**config.mk**
```make
export PLATFORM = sky130hd
export DESIGN_NAME = seg7_scan_ctrl
export DESIGN_NICKNAME = d
export VERILOG_FILES = /design/src/rtl/seg7_scan_ctrl.sv
export SDC_FILE = /design/constraint.sdc
export NUM_CORES = 1
export LEC_CHECK = 0
export ABC_AREA = 0
export BUFFER_PORTS_ARGS = -buffer_cell sky130_fd_sc_hd__buf_2
export CORE_MARGIN = 2
export CORE_UTILIZATION = 50
export DETAILED_ROUTE_END_ITERATION = 7
export PLACE_DENSITY_LB_ADDON = 0.15
export RECOVER_POWER = 25
export REMOVE_ABC_BUFFERS = 1
export SLEW_MARGIN = 20
export SYNTH_ARGS = -nofsm -noshare
export SYNTH_HDL_FRONTEND = slang
export SYNTH_SLANG_ARGS = --single-unit
```
**constraint.sdc**
```tcl
create_clock -name clk -period 3.4 [get_ports clk]
set_clock_uncertainty 0.2 [all_clocks]
set_input_delay 0 -clock clk [delete_from_list [all_inputs] [get_ports clk]]
set_output_delay 0 -clock clk [all_outputs]
set_load 0.01 [all_outputs]
```
**src/rtl/seg7_scan_ctrl.sv**
```systemverilog
// Time-multiplexed 7-segment scan controller: one shared 3-bit code decoder,
// dwell/guard digit sequencing and a double-buffered, tear-free code register.
module seg7_scan_ctrl #(
   parameter int unsigned NUM_DIGITS   = 4,
   parameter int unsigned DWELL_CYCLES = 1000,
   parameter int unsigned GUARD_CYCLES = 8
) (
   input  logic                      clk,
   input  logic                      rst_n,
   input  logic                      enable,
   input  logic                      load,
   input  logic [3*NUM_DIGITS-1:0]   codes_in,
   output logic                      load_ack,
   output logic [0:6]                segmentcode,
   output logic [NUM_DIGITS-1:0]     digit_sel,
   output logic                      frame_done
);

   localparam int unsigned MAX_CYC = (DWELL_CYCLES > GUARD_CYCLES) ? DWELL_CYCLES : GUARD_CYCLES;
   localparam int unsigned CNT_W   = (MAX_CYC > 1) ? $clog2(MAX_CYC) : 1;
   localparam int unsigned IDX_W   = (NUM_DIGITS > 1) ? $clog2(NUM_DIGITS) : 1;
   localparam int unsigned CODE_W  = 3 * NUM_DIGITS;

   localparam logic [CNT_W-1:0] DWELL_LAST = CNT_W'(DWELL_CYCLES - 1);
   localparam logic [CNT_W-1:0] GUARD_LAST = CNT_W'(GUARD_CYCLES - 1);
   localparam logic [IDX_W-1:0] IDX_LAST   = IDX_W'(NUM_DIGITS - 1);

   typedef enum logic [1:0] {
      ST_IDLE  = 2'd0,
      ST_DRIVE = 2'd1,
      ST_GUARD = 2'd2
   } state_e;

   state_e                  state_q, state_d;
   logic [IDX_W-1:0]        idx_q, idx_d;
   logic [CNT_W-1:0]        cnt_q, cnt_d;
   logic [CODE_W-1:0]       pending_q, pending_d;
   logic [CODE_W-1:0]       active_q, active_d;
   logic                    dirty_q, dirty_d;
   logic                    load_ack_q, load_ack_d;
   logic                    frame_done_q, frame_done_d;
   logic [0:6]              seg_q, seg_d;
   logic [NUM_DIGITS-1:0]   sel_q, sel_d;
   logic                    commit;
   logic [2:0]              cur_code;

   // Codes 0-3 render as digits, anything else renders the 'E' glyph.
   function automatic logic [0:6] decode(input logic [2:0] code);
      logic [0:6] seg;
      case (code)
         3'd0:    seg = 7'b1111110;
         3'd1:    seg = 7'b0110000;
         3'd2:    seg = 7'b1101101;
         3'd3:    seg = 7'b1111001;
         default: seg = 7'b1001111;
      endcase
      return seg;
   endfunction

   always_ff @(posedge clk or negedge rst_n) begin
      if (!rst_n) begin
         state_q      <= ST_IDLE;
         idx_q        <= '0;
         cnt_q        <= '0;
         pending_q    <= '0;
         active_q     <= '0;
         dirty_q      <= 1'b0;
         load_ack_q   <= 1'b0;
         frame_done_q <= 1'b0;
         seg_q        <= '0;
         sel_q        <= '0;
      end else begin
         state_q      <= state_d;
         idx_q        <= idx_d;
         cnt_q        <= cnt_d;
         pending_q    <= pending_d;
         active_q     <= active_d;
         dirty_q      <= dirty_d;
         load_ack_q   <= load_ack_d;
         frame_done_q <= frame_done_d;
         seg_q        <= seg_d;
         sel_q        <= sel_d;
      end
   end

   // Next-state, buffer handshake and registered-output preparation.
   always_comb begin
      state_d      = state_q;
      idx_d        = idx_q;
      cnt_d        = cnt_q;
      pending_d    = pending_q;
      active_d     = active_q;
      dirty_d      = dirty_q;
      load_ack_d   = load;
      frame_done_d = 1'b0;
      seg_d        = '0;
      sel_d        = '0;
      commit       = 1'b0;
      cur_code     = 3'd0;

      case (state_q)
         ST_IDLE: begin
            commit = dirty_q;
            if (enable) begin
               state_d = ST_DRIVE;
               idx_d   = '0;
               cnt_d   = '0;
            end
         end
         ST_DRIVE: begin
            if (cnt_q == DWELL_LAST) begin
               state_d = ST_GUARD;
               cnt_d   = '0;
            end else begin
               cnt_d = cnt_q + CNT_W'(1);
            end
         end
         ST_GUARD: begin
            if (cnt_q == GUARD_LAST) begin
               cnt_d = '0;
               if (idx_q == IDX_LAST) begin
                  idx_d        = '0;
                  frame_done_d = 1'b1;
                  commit       = dirty_q;
               end else begin
                  idx_d = idx_q + IDX_W'(1);
               end
               if (enable) begin
                  state_d = ST_DRIVE;
               end else begin
                  state_d = ST_IDLE;
                  idx_d   = '0;
               end
            end else begin
               cnt_d = cnt_q + CNT_W'(1);
            end
         end
         default: begin
            state_d = ST_IDLE;
            idx_d   = '0;
            cnt_d   = '0;
         end
      endcase

      // Commit consumes the old pending value; a same-cycle load stays pending.
      if (commit) begin
         active_d = pending_q;
         dirty_d  = 1'b0;
      end
      if (load) begin
         pending_d = codes_in;
         dirty_d   = 1'b1;
      end

      for (int i = 0; i < NUM_DIGITS; i++) begin
         if (IDX_W'(i) == idx_d) begin
            cur_code = active_d[3*i +: 3];
         end
      end

      if (state_d == ST_DRIVE) begin
         sel_d = NUM_DIGITS'(1) << idx_d;
         seg_d = decode(cur_code);
      end
   end

   assign load_ack    = load_ack_q;
   assign frame_done  = frame_done_q;
   assign segmentcode = seg_q;
   assign digit_sel   = sel_q;

endmodule

```
==> flow_summary.json, run 1 <==
{
  "clock_path_buffers": 2,
  "hp-class": "input port to async pin",
  "drc": 0,
  "fmax_mhz": 316,
  "syn_area_um2": 2380,
  "status": "finished clean",
  "fin_crit_ns": 3.17,
  "critPathMaxFanout": 7,
  "grt-ovfl-total": 0,
  "ff2ff_setup_slack_ns": 0.23,
  "dieArea_um2": 5320,
  "setup_viol": 0,
  "slew_headroom_pct": 20.1,
  "synth-edff-count": 0,
  "synthCells": 205,
  "die_y_um": 73.0,
  "hold_violations": 0,
  "antenna_left": 0,
  "slowest_stage": "or4_4",
  "syn_to_final_growth_pct": 23.0,
  "finalMaxSlewViolations": 0,
  "grt_max_degree": 52,
  "power_density_nw_per_um2": 605,
  "seqPwrFrac_pct": 45.2,
  "cts_tree": "built",
  "drv_cap": 0,
  "clock_latency_ns": 0.30,
  "top_usage_layer": "met2",
  "grt_pass1_wl_um": 7770,
  "yosys_warnings": 0,
  "clk_pin_slew_ns": 0.09,
  "yosysMostFrequentCell": "dfrtp_1",
  "drtIter0Drc": 71,
  "antenna_found_initial": 0,
  "p_leak_nw": 1.34,
  "n_antenna_cell": 0,
  "p_switching_mw": 0.569,
  "reg2reg_to": "segmentcode[2]",
  "synth_top_flop_cell": "dfrtp_1",
  "yosys.area.top_type": "dfrtp_1",
  "synth_cell_type_count": 38,
  "crit_buf_inv": 0,
  "async_reset_ff_share_pct": 100,
  "synth_top_area_share_pct": 53.7,
  "setup.worst_path.start": "cnt_q[6]",
  "cts_inserted_buffers": 5,
  "drtPass1Iterations": 4,
  "grt.total_usage_pct": 19.1,
  "rr_startpoint": "cnt_q[6]",
  "critPathMaxStageDelay_ns": 0.56,
  "comb_power_share_pct": 36.6,
  "grt_use_met3_pct": 4.42,
  "rsz0062_at_grt": "no",
  "end_kind": "flop",
  "worstPathCellList": "or4_4, or4_4, a31oi_4, mux2_2, o211a_1, a21oi_1, o211a_1",
  "dpl.hpwl_um": 2980,
  "coreArea_um2": 4660,
  "wl_per_cell_um": 14.4,
  "seq_area_frac_synth_pct": 53.7,
  "cts_num_sinks": 51,
  "syn_area_per_cell_um2": 11.6,
  "io_pins": 29,
  "wl_um": 4550,
  "fin_crit_sh_pct": 93.2,
  "vias": 1716,
  "switching_share_pct": 32.2,
  "dpl_cell_area_um2": 2570,
  "yosys-top-cells-area": "dfrtp_1 (54%), mux2_2 (12%), ha_1 (3.2%), o21ai_0 (2.7%), nand2_1 (2.7%)",
  "fin_area_um2": 2930,
  "r2r_cells": 7,
  "worst_pin_slew_ns": 1.20,
  "clock_power_share_pct": 18.1,
  "synth_common_cells": "dfrtp_1 (51), mux2_2 (26), nand2_1 (17), o21ai_0 (13), nand3_1 (11)",
  "rows": 25,
  "root_buffer": "clkbuf_8",
  "use_met1_pct": 26.1,
  "ir_worst_vdd_mv": 0.389,
  "start_util_pct": 51.0,
  "crit_family": "simple AND/OR/NAND/NOR gates",
  "synth-seq-cells": 51,
  "htree_levels": 2,
  "path_class": "flop to flop",
  "internal_power_mw": 1.20,
  "first_global_vias": 1681,
  "place_congestion": 0.816,
  "nets": 285,
  "finalSetupTns_ns": 0,
  "post_cts_resized": 0,
  "required_ns": 3.44,
  "worstPathArrival_ns": 3.20,
  "cp-start-kind": "flop",
  "postLayoutCoreUtil_pct": 62.8,
  "viasPerCell": 5.43,
  "drive_gt1_share_pct": 25.2,
  "grt.met2_usage_pct": 29.9,
  "fp.dieW_um": 73.0,
  "portBuffers": 28
}
## registers in the layout, indices dropped and copies added (netlist names)
signal,count
active_q,12
cnt_q,10
digit_sel,4
dirty_q,1
frame_done,1
idx_q,2
load_ack,1
pending_q,12
segmentcode,6
state_q,2
## worst max path at each step
| stage | end | slack, ns | cells after the start |
|---|---|---|---|
| final | segmentcode[2] | 0.23 | 7 |
| after global routing | segmentcode[5] | 0.13 | 7 |
| after CTS | segmentcode[2] | 0.24 | 7 |
| after detailed placement | segmentcode[2] | 0.29 | 7 |
| after global placement | segmentcode[3] | 0.32 | 7 |
| after floorplan | segmentcode[2] | 0.39 | 7 |
## area by class of cell
class,instances,area (µm²)
clock buffer,5,68.8
clock inverter,1,7.51
fill,378,1730
inverter,9,33.8
multi-input combinational,138,1040
sequential,51,1280
tap,54,67.6
timing repair buffer,58,434
## logic make-up (layout without fill, tap and decap cells)
logic type	count (synthesis)	count (layout)	share of synthesized area, %
flip-flops	51	51	53.7
AO/OA/AOI/OAI	38	38	11.5
adder cells (fa/ha/maj)	6	6	3.16
XOR/XNOR	3	3	1.10
multiplexers	33	33	15.5
buffers and inverters	16	73	2.68
AND/OR/NAND/NOR	58	58	12.4
## power groups by stage
stage | clock (mW) | combinational (mW) | sequential [mW]
6_report | 0.321 | 0.649 | 0.801
5_1_grt | 0.357 | 0.729 | 0.822
3_5_place_dp | 0 | 0.613 | 0.815
4_1_cts | 0.334 | 0.651 | 0.802
2_1_floorplan | 0 | 0.423 | 0.826
3_3_place_gp | 0 | 0.610 | 0.811
## metrics by stage
stage | hold slack [ns] | std cells | power [mW] | setup WS [ns]
2_1_floorplan | -0.496 | 198 | 1.25 | 0.386
3_3_place_gp | 0.00429 | 282 | 1.42 | 0.320
3_5_place_dp | -0.138 | 282 | 1.43 | 0.286
4_1_cts | 0.0730 | 316 | 1.79 | 0.241
5_1_grt | 0.318 | 316 | 1.91 | 0.129
6_report | 0.278 | 316 | 1.77 | 0.233
## layer usage
layer | routed length, µm | vias up
li1 | - | 851
met1 | 2170 | 826
met2 | 2150 | 32
met3 | 163 | 7
met4 | 60 | 0
met5 | 0 | -
## repair_timing
action	in CTS	in global routing
endpoints found under the hold margin	66	0
hold buffers	28	0
buffers inserted	0	0
## layout by cell type (no fill, tap or decap), types with 6 or more instances in the layout
cell	count
ha_1	6
a21oi_1	6
buf_2	26
mux2i_1	6
dlygate4sd3_1	28
o21ai_0	13
dfrtp_1	51
nand2_1	17
mux2_2	26
nand3_1	11
inv_1	9
nor2_1	8
(Power assumes the default switching activity.)
==> inputs of run 2 (changes only) <==
--- a/config.mk
+++ b/config.mk
@@ -9,8 +9,9 @@
 export BUFFER_PORTS_ARGS = -buffer_cell sky130_fd_sc_hd__buf_2
 export CORE_MARGIN = 2
 export CORE_UTILIZATION = 50
+export CTS_CLUSTER_DIAMETER = 200
 export DETAILED_ROUTE_END_ITERATION = 7
-export PLACE_DENSITY_LB_ADDON = 0.15
+export PLACE_DENSITY = 0.8
 export RECOVER_POWER = 25
 export REMOVE_ABC_BUFFERS = 1
 export SLEW_MARGIN = 20
==> run 2 against run 1 <==
Against the previous run: the flow now finishes with violations (max-capacitance violations, max-slew violations); clock power increased by 15%; cell count unchanged; critical endpoint is now segmentcode[3]; fmax decreased by 1.2%; final area about the same; power increased by 3.0%; non-clock buffer count decreased by 1; setup slack got worse by 0.038 ns; critical path depth unchanged; largest power group unchanged.
==> flow_summary.json, run 2 (synthesized netlist as in run 1, its figures left out) <==
{
  "end_kind": "flop",
  "violations": "max-capacitance violations, max-slew violations",
  "place_congestion": 0.874,
  "dieArea_um2": 5320,
  "total_power_mw": 1.82,
  "p_leak_nw": 1.34,
  "crit_buf_inv": 0,
  "hold_violations": 0,
  "portBuffers": 28,
  "fmax_mhz": 312,
  "cp-start-kind": "flop",
  "mostFrequentLayoutCells": "dfrtp_1 (51), mux2_2 (26), dlygate4sd3_1 (26), buf_2 (26), nand2_1 (17)",
  "io_pins": 29,
  "r2r_cells": 7,
  "post-cts-setup-buffers": 0,
  "cts_num_sinks": 51,
  "viasPerCell": 5.54,
  "drtPass1Iterations": 4,
  "rows": 25,
  "critPathMaxStageDelay_ns": 0.58,
  "drv_cap": 1,
  "seq_area_um2": 1280,
  "crit_path_frequent_cell": "or4_4",
  "ir_worst_vdd_mv": 0.276,
  "root_buffer": "clkbuf_8",
  "fin_crit_sh_pct": 94.3,
  "grt.total_usage_pct": 19.9,
  "clk_pin_slew_ns": 0.09,
  "slew_headroom_pct": -28.0,
  "min_path_cells": 3,
  "power_density_nw_per_um2": 624,
  "die_y_um": 73.0,
  "fp.dieW_um": 73.0,
  "slowest_stage": "or4_4",
  "fin_crit_ns": 3.21,
  "htree_levels": 2,
  "worst_pin_slew_ns": 1.92,
  "first_global_vias": 1691,
  "wl_um": 4780,
  "finalSetupTns_ns": 0,
  "drc": 0,
  "path_class": "flop to flop",
  "clock_latency_ns": 0.32,
  "crit_family": "simple AND/OR/NAND/NOR gates",
  "grt_pass1_wl_um": 7880,
  "post_cts_resized": 0,
  "cts_tree": "built",
  "fillCellCount": 369,
  "coreArea_um2": 4660,
  "antenna_found_initial": 0,
  "hp-class": "input port to flop",
  "clock_path_buffers": 2,
  "drive_gt1_share_pct": 25.2,
  "postLayoutCoreUtil_pct": 62.7,
  "setup_viol": 0,
  "cts_inserted_buffers": 5,
  "cp.depth": 7,
  "start_util_pct": 51.0,
  "dpl.hpwl_um": 3110,
  "wl_per_cell_um": 15.1,
  "antenna_left": 0,
  "n_antenna_cell": 0,
  "nets": 284,
  "grt-ovfl-total": 0,
  "critPathMaxFanout": 7,
  "largestRegisters": "active_q (12), pending_q (12), cnt_q (10)",
  "syn_to_final_growth_pct": 22.9,
  "multi_input_area_um2": 1040,
  "worstPathCellList": "or4_4, or4_4, a31oi_4, mux2_2, o211a_1, a21oi_1, a31oi_1",
  "drtIter0Drc": 169,
  "vias": 1751,
  "rsz0062_at_grt": "no",
  "grt_max_degree": 38,
  "status": "finished with violations",
  "finalMaxSlewViolations": 38,
  "required_ns": 3.38,
  "final_common_cell": "dfrtp_1",
  "worstPathArrival_ns": 3.19
}
## run 2: worst reg2reg max path: stages, from the launching register on
cell     delay [ns]
dfrtp_1        0.45
or4_4          0.58
or4_4          0.53
a31oi_4        0.35
mux2_2         0.38
o211a_1        0.22
a21oi_1        0.22
a31oi_1        0.14
## run 2: layout make-up
type	count	area share, %
clock inverters	1	0.300
multi-input cells	138	35.5
repair buffers	57	14.2
inverters	9	1.16
well taps	54	2.31
clock buffers	6	2.82
flip-flops and latches	51	43.6
## run 2: timing repair
| item | in CTS | in global routing |
|---|---|---|
| hold endpoints to repair | 66 | 0 |
| endpoints found under the setup margin | 0 | 0 |
| hold buffers | 26 | 0 |
## run 2: path summary, 6_finish.rpt
path                       slack, ns             end    startpoint
max reg2reg                     0.19  segmentcode[3]      cnt_q[6]
min                             0.26   pending_q[10]  codes_in[10]
min in group asynchronous       0.62        cnt_q[8]         rst_n
max                             0.19  segmentcode[3]      cnt_q[6]
min reg2reg                     0.31     active_q[5]   active_q[5]
max in group asynchronous       1.19  segmentcode[1]         rst_n
## run 2: layer usage
metal / wire length [µm] / track usage (%) / up-vias
met2: 2300 / 31.4 / 41
li1: - / - / 852
met1: 2130 / 25.5 / 846
met4: 140 / 9.88 / 0
met3: 210 / 5.11 / 12
met5: 0 / 0 / -
## run 2: power breakdown
group	total, mW	switching (mW)	internal (mW)
sequential	0.803	0.0559	0.748
clock	0.368	0.204	0.164
combinational	0.652	0.338	0.314
## run 2: through the flow
step / cell area [µm²] / worst slack, ns / std cells / hold WS, ns
floorplan: 2350 / 0.386 / 198 / -0.496
global placement: 2580 / 0.346 / 283 / -0.287
detailed placement: 2580 / 0.222 / 283 / -0.279
CTS: 2930 / 0.201 / 316 / 0.0944
global route: 2920 / 0.0504 / 316 / 0.272
finish: 2920 / 0.194 / 316 / 0.259
